$ cat config.mk
export PLATFORM = sky130hd
export DESIGN_NAME = vc_allocator_rr
export DESIGN_NICKNAME = d
export VERILOG_FILES = /design/src/rtl/vc_allocator_rr.sv
export SDC_FILE = /design/constraint.sdc
export NUM_CORES = 1
export LEC_CHECK = 0
export ABC_AREA = 1
export ABC_CLOCK_PERIOD_IN_PS = 4400
export CORE_MARGIN = 3
export CORE_UTILIZATION = 48
export CTS_BUF_LIST = sky130_fd_sc_hd__clkbuf_16
export CTS_CLUSTER_SIZE = 30
export DETAILED_ROUTE_END_ITERATION = 16
export GPL_ROUTABILITY_DRIVEN = 0
export PLACE_DENSITY = 0.84
export SKIP_CTS_REPAIR_TIMING = 1
export SYNTH_ARGS = -nofsm -noshare
export SYNTH_HDL_FRONTEND = slang
export SYNTH_SLANG_ARGS = --single-unit
$ cat constraint.sdc
create_clock -name clk -period 4.4 [get_ports clk]
set_input_delay 0.66 -clock clk [delete_from_list [all_inputs] [get_ports clk]]
set_output_delay 0.66 -clock clk [all_outputs]
set_load 0.005 [all_outputs]
$ cat src/rtl/vc_allocator_rr.sv
// Round-robin virtual-channel allocator for one NoC router input port.
// Define VC_ALLOC_STATS_EN to add saturating allocation/drop counters.
module vc_allocator_rr #(
    parameter int FLIT_W = 32,
    parameter int ADDR_W = 4,
    parameter int NUM_VC = 2
) (
    input  logic              clk,
    input  logic              rst_n,
    input  logic [FLIT_W-1:0] flit_in,
    input  logic              flit_in_valid,
    output logic              flit_in_ready,
    input  logic [NUM_VC-1:0] vc_ready,
    input  logic              err_clr,
    output logic [FLIT_W-1:0] flit_out,
    output logic [NUM_VC-1:0] flit_out_vld,
    output logic [NUM_VC-1:0] vc_busy,
    output logic              error,
    output logic [1:0]        err_code
`ifdef VC_ALLOC_STATS_EN
    ,
    output logic [15:0]       alloc_cnt,
    output logic [15:0]       drop_cnt
`endif
);

    localparam int PTR_W = (NUM_VC > 1) ? $clog2(NUM_VC) : 1;

    typedef enum logic {VC_IDLE = 1'b0, VC_ACTIVE = 1'b1} vc_state_e;
    typedef enum logic [1:0] {
        FT_BODY = 2'b00, FT_TAIL = 2'b01, FT_HEAD = 2'b10, FT_HEAD_TAIL = 2'b11
    } flit_type_e;
    typedef enum logic [1:0] {
        ERR_NONE = 2'b00, ERR_ORPHAN = 2'b01, ERR_DUP = 2'b10, ERR_BAD_TYPE = 2'b11
    } err_code_e;

    vc_state_e         vc_state_q [NUM_VC];
    vc_state_e         vc_state_d [NUM_VC];
    logic [ADDR_W-1:0] owner_q    [NUM_VC];
    logic [ADDR_W-1:0] owner_d    [NUM_VC];
    logic [PTR_W-1:0]  rr_ptr_q, rr_ptr_d;
    logic [FLIT_W-1:0] flit_out_q, flit_out_d;
    logic [NUM_VC-1:0] flit_out_vld_q, flit_out_vld_d;
    logic              error_q, error_d;
    logic [1:0]        err_code_q, err_code_d;

    logic [1:0]        flit_type;
    logic [ADDR_W-1:0] src;
    logic              has_match;
    logic [PTR_W-1:0]  match_idx;
    logic              cand_found;
    logic [PTR_W-1:0]  cand_idx;
    logic [PTR_W-1:0]  cand_next;
    logic              fwd;
    logic [PTR_W-1:0]  fwd_idx;
    logic              drop;
    err_code_e         cause;

    assign flit_type = flit_in[FLIT_W-1 -: 2];
    assign src       = flit_in[FLIT_W-3 -: ADDR_W];

    // Owners of ACTIVE VCs are unique, so the first match is the only match.
    always_comb begin : match_comb
        has_match = 1'b0;
        match_idx = '0;
        for (int unsigned i = 0; i < NUM_VC; i++) begin
            if (!has_match && vc_state_q[i] == VC_ACTIVE && owner_q[i] == src) begin
                has_match = 1'b1;
                match_idx = PTR_W'(i);
            end
        end
    end

    always_comb begin : cand_comb
        int unsigned idx;
        cand_found = 1'b0;
        cand_idx   = '0;
        for (int unsigned k = 0; k < NUM_VC; k++) begin
            idx = (32'(rr_ptr_q) + k) % NUM_VC;
            if (!cand_found && vc_state_q[idx[PTR_W-1:0]] == VC_IDLE
                && vc_ready[idx[PTR_W-1:0]]) begin
                cand_found = 1'b1;
                cand_idx   = idx[PTR_W-1:0];
            end
        end
        cand_next = (cand_idx == PTR_W'(NUM_VC - 1)) ? '0 : cand_idx + 1'b1;
    end

    always_comb begin : alloc_comb
        flit_in_ready = 1'b0;
        fwd           = 1'b0;
        fwd_idx       = '0;
        drop          = 1'b0;
        cause         = ERR_NONE;
        rr_ptr_d      = rr_ptr_q;
        for (int unsigned i = 0; i < NUM_VC; i++) begin
            vc_state_d[i] = vc_state_q[i];
            owner_d[i]    = owner_q[i];
        end

        case (flit_type)
            FT_HEAD, FT_HEAD_TAIL: begin
                if (has_match) begin
                    flit_in_ready = 1'b1;
                    drop          = flit_in_valid;
                    cause         = ERR_DUP;
                end else if (cand_found) begin
                    flit_in_ready = 1'b1;
                    if (flit_in_valid) begin
                        fwd      = 1'b1;
                        fwd_idx  = cand_idx;
                        rr_ptr_d = cand_next;
                        if (flit_type == FT_HEAD) begin
                            vc_state_d[cand_idx] = VC_ACTIVE;
                            owner_d[cand_idx]    = src;
                        end
                    end
                end
            end
            FT_BODY, FT_TAIL: begin
                if (has_match) begin
                    flit_in_ready = vc_ready[match_idx];
                    if (flit_in_valid && vc_ready[match_idx]) begin
                        fwd     = 1'b1;
                        fwd_idx = match_idx;
                        if (flit_type == FT_TAIL) begin
                            vc_state_d[match_idx] = VC_IDLE;
                        end
                    end
                end else begin
                    flit_in_ready = 1'b1;
                    drop          = flit_in_valid;
                    cause         = ERR_ORPHAN;
                end
            end
            default: begin
                flit_in_ready = 1'b1;
                drop          = flit_in_valid;
                cause         = ERR_BAD_TYPE;
            end
        endcase
    end

    always_comb begin : out_comb
        flit_out_d     = fwd ? flit_in : flit_out_q;
        flit_out_vld_d = '0;
        if (fwd) begin
            flit_out_vld_d[fwd_idx] = 1'b1;
        end
        // A new error beats a simultaneous clear and records its own cause.
        error_d    = error_q;
        err_code_d = err_code_q;
        if (drop) begin
            error_d = 1'b1;
            if (!error_q || err_clr) begin
                err_code_d = cause;
            end
        end else if (err_clr) begin
            error_d    = 1'b0;
            err_code_d = ERR_NONE;
        end
    end

    always_ff @(posedge clk or negedge rst_n) begin
        if (!rst_n) begin
            for (int unsigned i = 0; i < NUM_VC; i++) begin
                vc_state_q[i] <= VC_IDLE;
                owner_q[i]    <= '0;
            end
            rr_ptr_q       <= '0;
            flit_out_q     <= '0;
            flit_out_vld_q <= '0;
            error_q        <= 1'b0;
            err_code_q     <= ERR_NONE;
        end else begin
            for (int unsigned i = 0; i < NUM_VC; i++) begin
                vc_state_q[i] <= vc_state_d[i];
                owner_q[i]    <= owner_d[i];
            end
            rr_ptr_q       <= rr_ptr_d;
            flit_out_q     <= flit_out_d;
            flit_out_vld_q <= flit_out_vld_d;
            error_q        <= error_d;
            err_code_q     <= err_code_d;
        end
    end

    always_comb begin : busy_comb
        vc_busy = '0;
        for (int unsigned i = 0; i < NUM_VC; i++) begin
            vc_busy[i] = (vc_state_q[i] == VC_ACTIVE);
        end
    end

    assign flit_out     = flit_out_q;
    assign flit_out_vld = flit_out_vld_q;
    assign error        = error_q;
    assign err_code     = err_code_q;

`ifdef VC_ALLOC_STATS_EN
    logic [15:0] alloc_cnt_q, alloc_cnt_d;
    logic [15:0] drop_cnt_q, drop_cnt_d;

    always_comb begin : stats_comb
        alloc_cnt_d = alloc_cnt_q;
        drop_cnt_d  = drop_cnt_q;
        if (fwd && flit_type[1] && alloc_cnt_q != '1) begin
            alloc_cnt_d = alloc_cnt_q + 16'd1;
        end
        if (drop && drop_cnt_q != '1) begin
            drop_cnt_d = drop_cnt_q + 16'd1;
        end
    end

    always_ff @(posedge clk or negedge rst_n) begin
        if (!rst_n) begin
            alloc_cnt_q <= '0;
            drop_cnt_q  <= '0;
        end else begin
            alloc_cnt_q <= alloc_cnt_d;
            drop_cnt_q  <= drop_cnt_d;
        end
    end

    assign alloc_cnt = alloc_cnt_q;
    assign drop_cnt  = drop_cnt_q;
`endif

endmodule

==> impl_metrics.toml, run 1 <==
[status]
status = "finished clean"

[layout]
nNetsFinal = 383
final_common_cell = "nand2_1"
area_delta_synth_final_pct = 39.97
antenna_cells = 0
drive_above_1_share = 0.06069
most-common-layout-cells = "nand2_1 (102), clkdlybuf4s50_1 (76), dfrtp_1 (48), nand3_1 (43), inv_1 (19)"
final_core_util = 0.7089

[yosys]
synth_fa_ha_area_frac = 0
synth_xor_area_frac = 0.003891
yosysSeqAreaShare = 0.5336
syn_nets = 310
synth-simple-area-share = 0.3424
synth.mux.area_fraction = 0
synth_top_family_by_area = "simple AND/OR/NAND/NOR gates"
synth_area_mm2 = 0.002251
yosys.area.top_type_share = 0.5336
synthTopCellsByArea = "dfrtp_1 (53%), nand2_1 (17%), nand3_1 (9.6%)"
synth_compound_area_frac = 0.05336
synth_cell_type_count = 22
avgSynthCellArea_um2 = 8.275
syn-instance-count = 272
yosys_warnings = 0
ys_ff_latch = 48
synth_top_area_cell = "dfrtp_1"

[setup_path]
path_class = "input pin to output pin"
cp-endpoint = "flit_in_ready"
rr_startpoint = "owner_q[4]"
reg2reg_to = "flit_out[26]"
reg2reg_slack_ns = 1.97
worstPathRequired_ns = 3.74
critPathArrivalTime_ns = 2.66
ff2ff_path_depth = 13
crit_path_max_fanout = 6
cp-end-kind = "output pin"
start_kind = "input pin"
crit_path_start = "flit_in[26]"

[sta]
skew_ns = 0.002818
finalCritPeriodShare = 0.7536
rsz0062_at_grt = "false"
worst_pin_slew_ns = 1.045
setup_violations = 0
fmax_ghz = 0.3016
slew_headroom = 0.3033
final_max_slew_viol_count = 0
hold_viol_final = 0
fin_crit_ns = 3.316
setup_tns_ns = 0

[pwr]
power_mw = 1.890
power_density_mw_per_mm2 = 600.0
worst_ir_drop_vdd_mv = 0.3513
leakage_nw = 1.543

[route]
vias = 2088
initialDrtViolationCount = 134
dr.pass1.iters = 4
drt_wl_total_um = 5431
wire_per_inst_um = 13.65
route.detailed.drc = 0
ant_nets = 0
viasPerCell = 5.246

[cts]
clock-root-buffer = "clkbuf_16"
clkTransAtPathRegs_ns = 0.06
worstSkewPairLatency_ns = 0.28
numCtsBuffers = 5
cts_max_level = 2
cts_tree = "built"
cts.sinks = 48
clockBufferDepth = 2

[global_routing]
grt_max_degree = 49
grt_pass1_vias = 2042
overflow = 0
antenna_found_initial = 0
track_usage = 0.2087
grt_pass1_wl_um = 8907

[flow_run]
cap_violations = 0

[worst_hold_path]
hold_path_class = "register to register"

[place]
numPortBuffers = 77
hpwl_um = 3814

[die]
chipHeight_um = 74.48
core-area_mm2 = 0.004444
dieArea_mm2 = 0.005547
rows = 24
die_w_um = 74.48
initial_utilization = 0.5065
io_pins = 78
per-layer routing:
metal | global-route usage | up-vias | routed length [µm] | share of wire
li1 | - | 1020 | - | -
met5 | 0 | - | 0 | 0
met2 | 0.3659 | 82 | 2759 | 0.51
met4 | 0.06522 | 0 | 48 | 0.0088
met1 | 0.2533 | 982 | 2243 | 0.41
met3 | 0.05000 | 4 | 379 | 0.070
synth_stat cells, drive strengths merged:
cell type / number
o31ai: 1
a21oi: 3
o21ai: 16
inv: 21
dfrtp: 48
xnor2: 1
o2111ai: 2
nand2: 107
or2: 1
buf: 9
clkbuf: 2
nor2: 11
nand4: 5
nand3: 45
registers in the layout (all words and copies together), names as in the netlist:
register	cells
owner_q	8
rr_ptr_q	1
err_code	2
vc_busy	2
flit_out_vld	2
flit_out	32
error	1
layout make-up:
class / count / area (µm²)
Clock buffer: 5 / 125.1
Sequential cell: 48 / 1201
Tap cell: 52 / 65.06
Multi-Input combinational cell: 192 / 899.6
Timing Repair Buffer: 77 / 765.7
Inverter: 21 / 78.83
Fill cell: 362 / 1294
Clock inverter: 3 / 15.01
logic make-up (layout without fill, tap and decap cells):
family / Yosys count / count (layout)
simple gates: 169 / 169
flops: 48 / 48
buf+inv: 32 / 106
compound gates: 22 / 22
xor+xnor: 1 / 1
per-stage QoR:
stage / instances / hold slack [ns] / setup slack [ns] / area [µm²]
5_1_grt: 398 / 0.5250 / 0.9308 / 3151
3_5_place_dp: 390 / 0.4657 / 1.079 / 3010
6_report: 398 / 0.4739 / 1.084 / 3151
3_3_place_gp: 390 / 0.4588 / 1.099 / 3010
2_1_floorplan: 272 / 0.3644 / 2.193 / 2251
4_1_cts: 398 / 0.4809 / 1.075 / 3151
worst max-delay path, stage by stage:
cell	delay (ns)
clkdlybuf4s50_1	0.54
inv_1	0.08
nand2_1	0.06
nand2_1	0.06
nor2_2	0.12
nand3_4	0.14
nand2_4	0.14
nand2_4	0.08
nand2_2	0.09
inv_2	0.04
a21oi_1	0.12
clkdlybuf4s50_1	0.51
power by group:
part	internal, mW	switching, mW	total, mW
logic	0.442	0.324	0.765
clock network	0.206	0.150	0.357
registers	0.644	0.124	0.769
worst min path at each step:
stage / start / to / slack (ns) / depth (start not counted)
detailed placement: flit_out[31] / flit_out[31] / 0.47 / 2
global route: flit_out[31] / flit_out[31] / 0.52 / 2
floorplan: rst_n / err_code[0] / 0.36 / 0
CTS: flit_out[31] / flit_out[31] / 0.48 / 2
global placement: flit_out[31] / flit_out[31] / 0.46 / 2
finish: flit_out[31] / flit_out[31] / 0.47 / 2
Power figures use the tool's default switching activity.
==> run 2, diff against run 1 <==
--- a/config.mk
+++ b/config.mk
@@ -6,14 +6,14 @@
 export NUM_CORES = 1
 export LEC_CHECK = 0
 export ABC_AREA = 1
-export ABC_CLOCK_PERIOD_IN_PS = 4400
+export ABC_CLOCK_PERIOD_IN_PS = 3300
 export CORE_MARGIN = 3
-export CORE_UTILIZATION = 48
+export CORE_UTILIZATION = 45
 export CTS_BUF_LIST = sky130_fd_sc_hd__clkbuf_16
 export CTS_CLUSTER_SIZE = 30
 export DETAILED_ROUTE_END_ITERATION = 16
 export GPL_ROUTABILITY_DRIVEN = 0
-export PLACE_DENSITY = 0.84
+export PLACE_DENSITY = 0.8
 export SKIP_CTS_REPAIR_TIMING = 1
 export SYNTH_ARGS = -nofsm -noshare
 export SYNTH_HDL_FRONTEND = slang
==> constraint.sdc (replaced) <==
create_clock -name clk -period 3.3 [get_ports clk]
set_input_delay 0.495 -clock clk [delete_from_list [all_inputs] [get_ports clk]]
set_output_delay 0.495 -clock clk [all_outputs]
set_load 0.005 [all_outputs]
==> run 2 against run 1 <==
Clock skew barely moved. Sequential share of layout area fell by 0.76 points. Die area rose by 6.1%. Hold slack got worse by 0.077 ns. Global-route usage fell by 1.1 points. Clock power rose by 54%. Routed wire length fell by 0.11%. Count of clock-buffer cells in the layout did not move. First-iteration DRC count fell by 13%. Power rose by 38%. Setup slack got worse by 0.78 ns. Critical path depth did not move. Critical endpoint unchanged.
==> impl_metrics.toml, run 2 (synthesis results as in run 1) <==
[status]
status = "finished clean"

[global_routing]
top_usage_layer = "met2"
grt_max_degree = 49
use_met1 = 0.2410
met3_usage = 0.05164
overflow = 0
antenna_found_initial = 0
track_usage = 0.1975
grt_pass1_vias = 1979
grt_pass1_wl_um = 9480
use_met2 = 0.3415

[cts]
clockBufferDepth = 2
cts_max_level = 2
numCtsBuffers = 5
cts.sinks = 48
cts_tree = "built"
clock-root-buffer = "clkbuf_16"
clkTransAtPathRegs_ns = 0.06
worstSkewPairLatency_ns = 0.28

[die]
chipHeight_um = 76.73
initial_utilization = 0.4703
die_w_um = 76.73
core-area_mm2 = 0.004786
io_pins = 78
dieArea_mm2 = 0.005887
rows = 25

[setup_path]
crit_path_start = "flit_in[26]"
critPathSlowestCell = "clkdlybuf4s50_1"
cp_cell_sequence = "clkdlybuf4s50_1 > inv_1 > nand2_1 > nand2_1 > nor2_2 > nand3_4 > nand2_4 > nand2_4 > nand2_2 > inv_2 > a21oi_1 > clkdlybuf4s50_1"
slowest_delay_ns = 0.56
cp-end-kind = "output pin"
path_class = "input pin to output pin"
crit_path_max_fanout = 6
critPathArrivalTime_ns = 2.50
rr_startpoint = "owner_q[4]"
worstPathRequired_ns = 2.80
start_kind = "input pin"

[route]
drt_wl_total_um = 5425
wire_per_inst_um = 13.04
route.detailed.drc = 0
initialDrtViolationCount = 117
ant_nets = 0
dr.pass1.iters = 4
vias = 2015
viasPerCell = 4.844

[sta]
layout_setup_ws_ns = 0.3012
slew_headroom = 0.3067
setup_tns_ns = 0
hold_ws_ns = 0.3971
worst_pin_slew_ns = 1.040
fmax_ghz = 0.3335
final_max_slew_viol_count = 0
rsz0062_at_grt = "false"
setup_violations = 0
skew_ns = 0.003198
finalCritPeriodShare = 0.9087
fin_crit_ns = 2.999
hold_viol_final = 0

[layout]
area_delta_synth_final_pct = 42.80
final_core_util = 0.6716
final_common_cell = "nand2_1"
largest_reg_flops = 32
final_cells = 416
antenna_cells = 0
nNetsFinal = 386
drive_above_1_share = 0.06877
most-common-layout-cells = "nand2_1 (102), clkdlybuf4s50_1 (76), dfrtp_1 (48), nand3_1 (43), inv_1 (18)"
post-route-cell-area_mm2 = 0.003214
n_fill_cell = 397

[place]
numPortBuffers = 77
hpwl_um = 3808
place_area_mm2 = 0.003052
place_inst = 408
dp_slack_ns = 0.3015

[worst_hold_path]
hold_path_class = "input pin to asynchronous set/reset pin"

[flow_run]
cap_violations = 0

[pwr]
leakage_nw = 1.566
power_mw = 2.611
worst_ir_drop_vdd_mv = 0.4206
power_density_mw_per_mm2 = 812.4
-- run 2: area by class of cell --
type	count	area, µm²	area share
Inverter	21	78.83	0.02452
Clock buffer	5	125.1	0.03893
Tap cell	67	83.83	0.02608
Timing Repair Buffer	80	788.3	0.2452
Sequential cell	48	1201	0.3737
Multi-Input combinational cell	192	899.6	0.2799
Clock inverter	3	37.54	0.01168
-- run 2: routing by layer --
layer  vias up  wire, µm
met5         -         0
met4         0        92
met3         7       272
met2        54      2779
met1       931      2281
li1       1023         -
-- run 2: worst max-delay path: cells and delay by family --
family	cells	cell delay [ns]
and+or+nand+nor	7	0.68
buffers and inverters	4	1.21
AOI/OAI and AO/OA	1	0.12
-- run 2: final timing paths --
check | to | slack (ns) | cells past startpoint
min in group clk | flit_out[31] | 0.50 | 2
worst min register to register | flit_out[31] | 0.50 | 2
worst max-delay path | flit_in_ready | 0.30 | 12
worst min-delay path | flit_out[12] | 0.40 | 1
max in group asynchronous | flit_out[0] | 2.27 | 1
worst max register to register | flit_out[0] | 1.14 | 13
-- run 2: power by group --
| part | leakage [nW] | total (mW) | switching [mW] | internal, mW |
|---|---|---|---|---|
| clock | 0.0789 | 0.551 | 0.199 | 0.352 |
| combinational | 0.890 | 1.04 | 0.438 | 0.598 |
| sequential | 0.597 | 1.02 | 0.165 | 0.859 |
==> run 3, diff against run 2 <==
--- a/config.mk
+++ b/config.mk
@@ -6,7 +6,6 @@
 export NUM_CORES = 1
 export LEC_CHECK = 0
 export ABC_AREA = 1
-export ABC_CLOCK_PERIOD_IN_PS = 3300
 export CORE_MARGIN = 3
 export CORE_UTILIZATION = 45
 export CTS_BUF_LIST = sky130_fd_sc_hd__clkbuf_16
==> results of run 3 <==
The final DEF is identical to that of run 2; final timing and power are the same.
